===== config.mk =====
export PLATFORM = sky130hd
export DESIGN_NAME = viterbi_chan_err_inj
export DESIGN_NICKNAME = d
export VERILOG_FILES = /design/src/rtl/viterbi_chan_pkg.sv /design/src/rtl/chan_lfsr16.sv /design/src/rtl/viterbi_chan_err_inj.sv
export SDC_FILE = /design/constraint.sdc
export NUM_CORES = 1
export LEC_CHECK = 0
export CAP_MARGIN = 20
export CORE_MARGIN = 5
export CORE_UTILIZATION = 36
export CTS_BUF_LIST = sky130_fd_sc_hd__clkbuf_4
export DETAILED_ROUTE_END_ITERATION = 8
export GPL_TIMING_DRIVEN = 0
export PLACE_DENSITY = 0.53
export SLEW_MARGIN = 20
export SYNTH_ARGS = -nofsm -noshare
export SYNTH_HDL_FRONTEND = slang
export SYNTH_HIERARCHICAL = 1
export SYNTH_SLANG_ARGS = --single-unit

===== constraint.sdc =====
create_clock -name clk -period 4.9 [get_ports clk]
set_input_delay 1.47 -clock clk [delete_from_list [all_inputs] [get_ports clk]]
set_output_delay 1.47 -clock clk [all_outputs]
set_load 0.02 [all_outputs]

===== src/rtl/viterbi_chan_pkg.sv =====
// Shared types for the channel error-injection stage: mode and burst-state
// enums, the LFSR tap mask and a 2-bit popcount helper.
package viterbi_chan_pkg;

  typedef enum logic [1:0] {
    MODE_OFF      = 2'd0,
    MODE_PERIODIC = 2'd1,
    MODE_BURST    = 2'd2,
    MODE_RANDOM   = 2'd3
  } chan_mode_t;

  typedef enum logic {
    ST_IDLE  = 1'b0,
    ST_BURST = 1'b1
  } burst_st_t;

  // Feedback taps at bits 15, 13, 12, 10.
  localparam logic [15:0] LFSR_TAPS = 16'hB400;

  function automatic logic [1:0] popcount2(input logic [1:0] m);
    return {1'b0, m[0]} + {1'b0, m[1]};
  endfunction

endpackage


===== src/rtl/chan_lfsr16.sv =====
// 16-bit Fibonacci LFSR that shifts once per enabled cycle.
// Ports: clk, rst (async high), en_i (advance), lfsr_o (current state).
module chan_lfsr16
  import viterbi_chan_pkg::*;
#(
  parameter logic [15:0] SEED = 16'hACE1
) (
  input  logic        clk,
  input  logic        rst,
  input  logic        en_i,
  output logic [15:0] lfsr_o
);

  // An all-zero state would lock up the register.
  localparam logic [15:0] SEED_EFF = (SEED == 16'h0000) ? 16'h0001 : SEED;

  logic [15:0] lfsr_q;
  logic [15:0] lfsr_d;
  logic        fb;

  always_comb begin
    fb     = ^(lfsr_q & LFSR_TAPS);
    lfsr_d = en_i ? {lfsr_q[14:0], fb} : lfsr_q;
  end

  always_ff @(posedge clk or posedge rst) begin
    if (rst) lfsr_q <= SEED_EFF;
    else     lfsr_q <= lfsr_d;
  end

  assign lfsr_o = lfsr_q;

endmodule


===== src/rtl/viterbi_chan_err_inj.sv =====
// Channel error injector: XORs each valid 2-bit symbol with an off/periodic/
// burst/random mask, registered with 1-clock latency, and keeps error and
// word counters. Ports: clk, rst, enc_i/enc_valid_i in; mode_i, period_i,
// burst_len_i, thresh_i controls; chan_o/chan_valid_o/err_inj_o and the
// error_counter_o / word_ct_o counters out.
module viterbi_chan_err_inj
  import viterbi_chan_pkg::*;
#(
  parameter int          CNT_W     = 16,
  parameter logic [15:0] LFSR_SEED = 16'hACE1
) (
  input  logic             clk,
  input  logic             rst,
  input  logic [1:0]       enc_i,
  input  logic             enc_valid_i,
  input  logic [1:0]       mode_i,
  input  logic [7:0]       period_i,
  input  logic [3:0]       burst_len_i,
  input  logic [7:0]       thresh_i,
  output logic [1:0]       chan_o,
  output logic             chan_valid_o,
  output logic [1:0]       err_inj_o,
  output logic [CNT_W-1:0] error_counter_o,
  output logic [CNT_W-1:0] word_ct_o
);

  chan_mode_t       mode_q;
  chan_mode_t       mode_new;
  logic             mode_chg;
  logic [7:0]       sym_ct_q, sym_ct_d, sym_eff;
  burst_st_t        st_q, st_d, st_eff;
  logic [3:0]       bct_q, bct_d;
  logic [1:0]       chan_q, chan_d;
  logic             vld_q;
  logic [1:0]       inj_q, inj_d;
  logic [CNT_W-1:0] err_q, err_d;
  logic [CNT_W-1:0] word_q, word_d;
  logic [CNT_W:0]   err_sum;
  logic [7:0]       per_m1;
  logic             evt;
  logic [1:0]       mask;
  logic [1:0]       rnd_mask;
  logic [15:0]      lfsr;

  // Advances on every valid symbol regardless of mode.
  chan_lfsr16 #(
    .SEED (LFSR_SEED)
  ) u_lfsr (
    .clk    (clk),
    .rst    (rst),
    .en_i   (enc_valid_i),
    .lfsr_o (lfsr)
  );

  always_comb begin
    mode_new = chan_mode_t'(mode_i);
    mode_chg = (mode_new != mode_q);
    // A mode change restarts the period and burst from scratch this cycle.
    sym_eff  = mode_chg ? 8'd0 : sym_ct_q;
    st_eff   = mode_chg ? ST_IDLE : st_q;
    per_m1   = period_i - 8'd1;
    evt      = enc_valid_i && (period_i != 8'd0) && (sym_eff == per_m1);
    rnd_mask = {(lfsr[15:8] < thresh_i), (lfsr[7:0] < thresh_i)};

    mask  = 2'b00;
    st_d  = st_eff;
    bct_d = bct_q;

    unique case (mode_new)
      MODE_OFF: mask = 2'b00;
      MODE_PERIODIC: mask = evt ? 2'b01 : 2'b00;
      MODE_BURST: begin
        if (st_eff == ST_IDLE) begin
          if (evt && (burst_len_i != 4'd0)) begin
            mask  = 2'b11;
            bct_d = burst_len_i - 4'd1;
            if (burst_len_i != 4'd1) st_d = ST_BURST;
          end
        end else if (enc_valid_i) begin
          mask  = 2'b11;
          bct_d = bct_q - 4'd1;
          if (bct_q == 4'd1) st_d = ST_IDLE;
        end
      end
      MODE_RANDOM: mask = rnd_mask;
      default: mask = 2'b00;
    endcase

    if (!enc_valid_i) mask = 2'b00;

    // Wraps 255 -> 0 so an over-shot shorter period resynchronises.
    if (enc_valid_i) sym_ct_d = evt ? 8'd0 : sym_eff + 8'd1;
    else             sym_ct_d = sym_eff;

    chan_d = enc_valid_i ? (enc_i ^ mask) : chan_q;
    inj_d  = mask;
    word_d = enc_valid_i ? word_q + 1'b1 : word_q;

    err_sum = {1'b0, err_q} + {{(CNT_W-1){1'b0}}, popcount2(mask)};
    err_d   = err_sum[CNT_W] ? {CNT_W{1'b1}} : err_sum[CNT_W-1:0];
  end

  always_ff @(posedge clk or posedge rst) begin
    if (rst) begin
      mode_q   <= MODE_OFF;
      sym_ct_q <= 8'd0;
      st_q     <= ST_IDLE;
      bct_q    <= 4'd0;
      chan_q   <= 2'b00;
      vld_q    <= 1'b0;
      inj_q    <= 2'b00;
      err_q    <= '0;
      word_q   <= '0;
    end else begin
      mode_q   <= mode_new;
      sym_ct_q <= sym_ct_d;
      st_q     <= st_d;
      bct_q    <= bct_d;
      chan_q   <= chan_d;
      vld_q    <= enc_valid_i;
      inj_q    <= inj_d;
      err_q    <= err_d;
      word_q   <= word_d;
    end
  end

  assign chan_o          = chan_q;
  assign chan_valid_o    = vld_q;
  assign err_inj_o       = inj_q;
  assign error_counter_o = err_q;
  assign word_ct_o       = word_q;

endmodule

==> results of run 1 <==
area by class of cell:
type | count | share of cell area (%)
Buffer | 9 | 1.81
Clock buffer | 10 | 1.43
Clock inverter | 6 | 1.05
Inverter | 28 | 2.10
Multi-Input combinational cell | 283 | 43.8
Sequential cell | 68 | 32.6
Tap cell | 140 | 3.34
Timing Repair Buffer | 78 | 13.8
state kept, by name, summed over array words and instances, names as in the netlist:
name             cells
mode_q               2
chan_o               2
chan_valid_o         1
sym_ct_q             8
err_inj_o            2
error_counter_o     16
bct_q                4
st_q                 1
u_lfsr/lfsr_o       16
word_ct_o           16
metal layers:
layer,routed length (um),up-vias
li1,-,1546
met1,4190,1505
met2,4270,61
met3,448,11
met4,126,0
met5,0,-
cell usage in the layout (no fill, tap or decap), types with 8 or more instances in the layout:
| master | n |
|---|---|
| mux2_2 | 10 |
| a21oi_1 | 9 |
| xor2_1 | 17 |
| nor2_1 | 21 |
| nand2_1 | 30 |
| xnor2_1 | 23 |
| nand4_1 | 11 |
| buf_4 | 16 |
| inv_1 | 21 |
| nor3_1 | 10 |
| ha_1 | 22 |
| nand3_1 | 11 |
| o21ai_0 | 11 |
| and3_1 | 8 |
| clkbuf_4 | 10 |
| nand2b_1 | 9 |
| dfrtp_1 | 60 |
| clkdlybuf4s50_1 | 54 |
| mux2_4 | 8 |
| dfstp_2 | 8 |
final timing paths:
check                      cells after the start          start  slack [ps]             endpoint
min in group asynchronous                      2            rst        1520     u_lfsr/lfsr_o[4]
max                                           17    thresh_i[2]          80  error_counter_o[10]
max in group asynchronous                      2            rst        2920            mode_q[1]
min                                            1  word_ct_o[15]         480        word_ct_o[15]
max reg2reg                                   17      mode_q[0]        1060  error_counter_o[10]
min reg2reg                                    1  word_ct_o[15]         480        word_ct_o[15]
cells in the mapped netlist (5+ instances only):
cell type  count  share of area, %
nor2b_1        6              0.93
a21oi_1        9               1.1
o21ai_0       11               1.4
nand3_1       11               1.4
mux2_4         8               3.0
mux2_2        10               2.8
xor2_1        17               3.7
dfrtp_1       60                37
xnor2_1       24               5.2
dfstp_2        8               5.2
ha_1          24               7.4
and2_1         5              0.78
nand4_1       11               1.7
a21o_1         5              0.93
nor3_1        11               1.4
nor2_1        21               2.0
and3_1         8               1.2
inv_1         28               2.6
nand2_1       32               3.0
o22ai_1        6              0.93
nand2b_1       9               1.4
stage by stage:
step / hold WS [ps] / setup TNS (ps) / total power (uW)
2_1_floorplan: 469 / 0 / 1250
3_3_place_gp: 464 / -13780 / 1490
3_5_place_dp: 471 / -14280 / 1500
4_1_cts: 491 / 0 / 1910
5_1_grt: 506 / -27.6 / 2030
6_report: 485 / 0 / 1890
cell families (layout without fill, tap and decap cells):
group                    after synthesis  in the layout  share of synthesized area, %
multiplexers                          20             20                          6.27
buffers and inverters                 37            131                          4.28
flip-flops                            68             68                          42.4
AND/OR/NAND/NOR                      133            133                          17.6
adder cells (fa/ha/maj)               25             25                          7.94
XOR/XNOR                              45             45                          10.7
AO/OA/AOI/OAI                         60             60                          10.8
worst max-delay path: stages:
cell,delay (ps)
clkdlybuf4s50_1,470
inv_2,40
ha_1,270
a21o_1,190
a21o_1,150
a21o_1,220
a2111oi_4,380
o211a_1,250
nand2_2,70
fa_2,400
inv_2,80
ha_4,120
inv_2,40
or3_4,390
or3_4,380
clkbuf_16,170
o21ai_0,60
power groups by stage:
stage                     Clock (uW)  Sequential (uW)  Combinational, uW
after floorplan                    0              888                360
after global placement             0              858                629
after detailed placement           0              858                639
after CTS                        377              851                683
after global routing             398              876                753
final                            359              848                685
timing repair:
| item | in CTS | in global routing |
|---|---|---|
| cloned | 1 | 0 |
| setup endpoints to repair | 16 | 14 |
| pin swaps | 14 | 17 |
| setup buffers | 9 | 6 |
| gates resized for setup | 21 | 25 |
==> key figures, run 1 <==
Die
  • Core footprint: 0.0109 sq mm
  • Die Span X: 116 um
  • Die area: 0.0134 sq mm
  • Starting Density: 37.0%
  • I/O pin count: 64
  • Die Span Y: 116 um
  • Cell Rows: 38

Placement
  • Dpl cell area: 0.00490 sq mm
  • Gpl congestion: 0.773
  • Placed Cells: 590
  • Dpl ws: -974 ps
  • Buffers on Ports: 62
  • DPL Wire Length: 6.41 mm

Cells and area
  • Area occupied by multi-input gates: 0.00230 sq mm
  • Antenna cells: 0
  • Reg area: 0.00171 sq mm
  • Fill cells: 1033
  • Fin cells: 622
  • Area Growth Syn to Fin: 30.2%
  • Final Cell Area: 0.00525 sq mm
  • Final net count: 529
  • Post-layout util: 48.2%
  • Fraction of layout cells with a size suffix above 1: 21.4%

Flow run
  • Max-cap viol count: 0

Worst setup path
  • WP data arrival: 5160 ps
  • Worst Setup End Kind: flip-flop
  • Crit path kind: input port to flip-flop
  • CP max FO: 5
  • Crit start category: input port
  • Crit path required time: 5240 ps

STA
  • Max Clk Rate: 208 MHz
  • Worst Max-Slew Pin Slew: 669 ps
  • Final worst slack: 83.2 ps
  • Crit path time final: 4820 ps
  • Final Max Tran Viols: 0
  • Setup violators final: 0
  • Rel. slew slack: 55.4%
  • Final worst-path cycle share: 98.3%
  • Final Skew: 18.9 ps
  • Fin. Hold Viols: 0

Route
  • DRT iter0 DRCs: 125
  • Number of nets with antenna violations after routing: 0
  • Vias per inst: 5.02
  • Drt wl/cell: 14.5 um
  • # DRC: 0
  • Via count: 3123
  • WL final: 9.03 mm
  • DR pass1 iterations: 4

CTS
  • H-Tree Level Count: 3
  • CTS tree: done
  • Hold-fix buffers at CTS: 0
  • Clock sinks: 68
  • CTS clk-pin slew, worst paths: 120 ps
  • Clk_lat worst skew: 410 ps
  • Root Driver: clkbuf_4
  • CTS max path bufs: 2
  • CTS Buf Count: 9

Logic synthesis
  • FF+latch count, synth: 68
  • Number of flops mapped to enable cells by yosys: 0
  • Synth Warn #: 6
  • Netlist cell types: 61
  • Syn_nets: 440
  • Post-synth ARST share: 100%
  • Synth Cell Area: 0.00403 sq mm
  • Mean Syn Cell Area: 10.4 sq um
  • Mapped Cells: 388
  • Sequential area share after synthesis: 42.4%
  • Primary FF master, synth: dfrtp_1

Power
  • Switching pwr: 645 uW
  • Net Sw Frac: 34.1%
  • P_int: 1250 uW
  • Clock share of power: 19.0%
  • PwrDens: 361 mW/mm^2
  • Sequential power share: 44.8%
  • Combinational share of power: 36.2%
  • Static Leak: 0.00235 uW
  • Max VDD drop: 221 uV

GRT
  • First-pass GRT wire length: 15.1 mm
  • Met1 Use GR: 18.7%
  • Vias in the first global route: 3075
  • Largest net degree at the start of global routing: 53
  • Initial antenna violation count: 0
  • Remaining global-route overflow: 0
  • M3 GR Usage: 3.55%
  • Total GRT Usage: 14.2%
  • Most crowded layer after global routing: met2
  • Met2 GRT Util: 22.9%

Worst hold path
  • Hold Path Class: flip-flop to flip-flop

Run status
  • Outcome: finished, final reports clean
(Power assumes the default switching activity.)
==> run 2, diff against run 1 <==
CTS_CLUSTER_SIZE = 25   (was default)
==> results of run 2 <==
The final DEF is identical to that of run 1; final timing and power are the same.
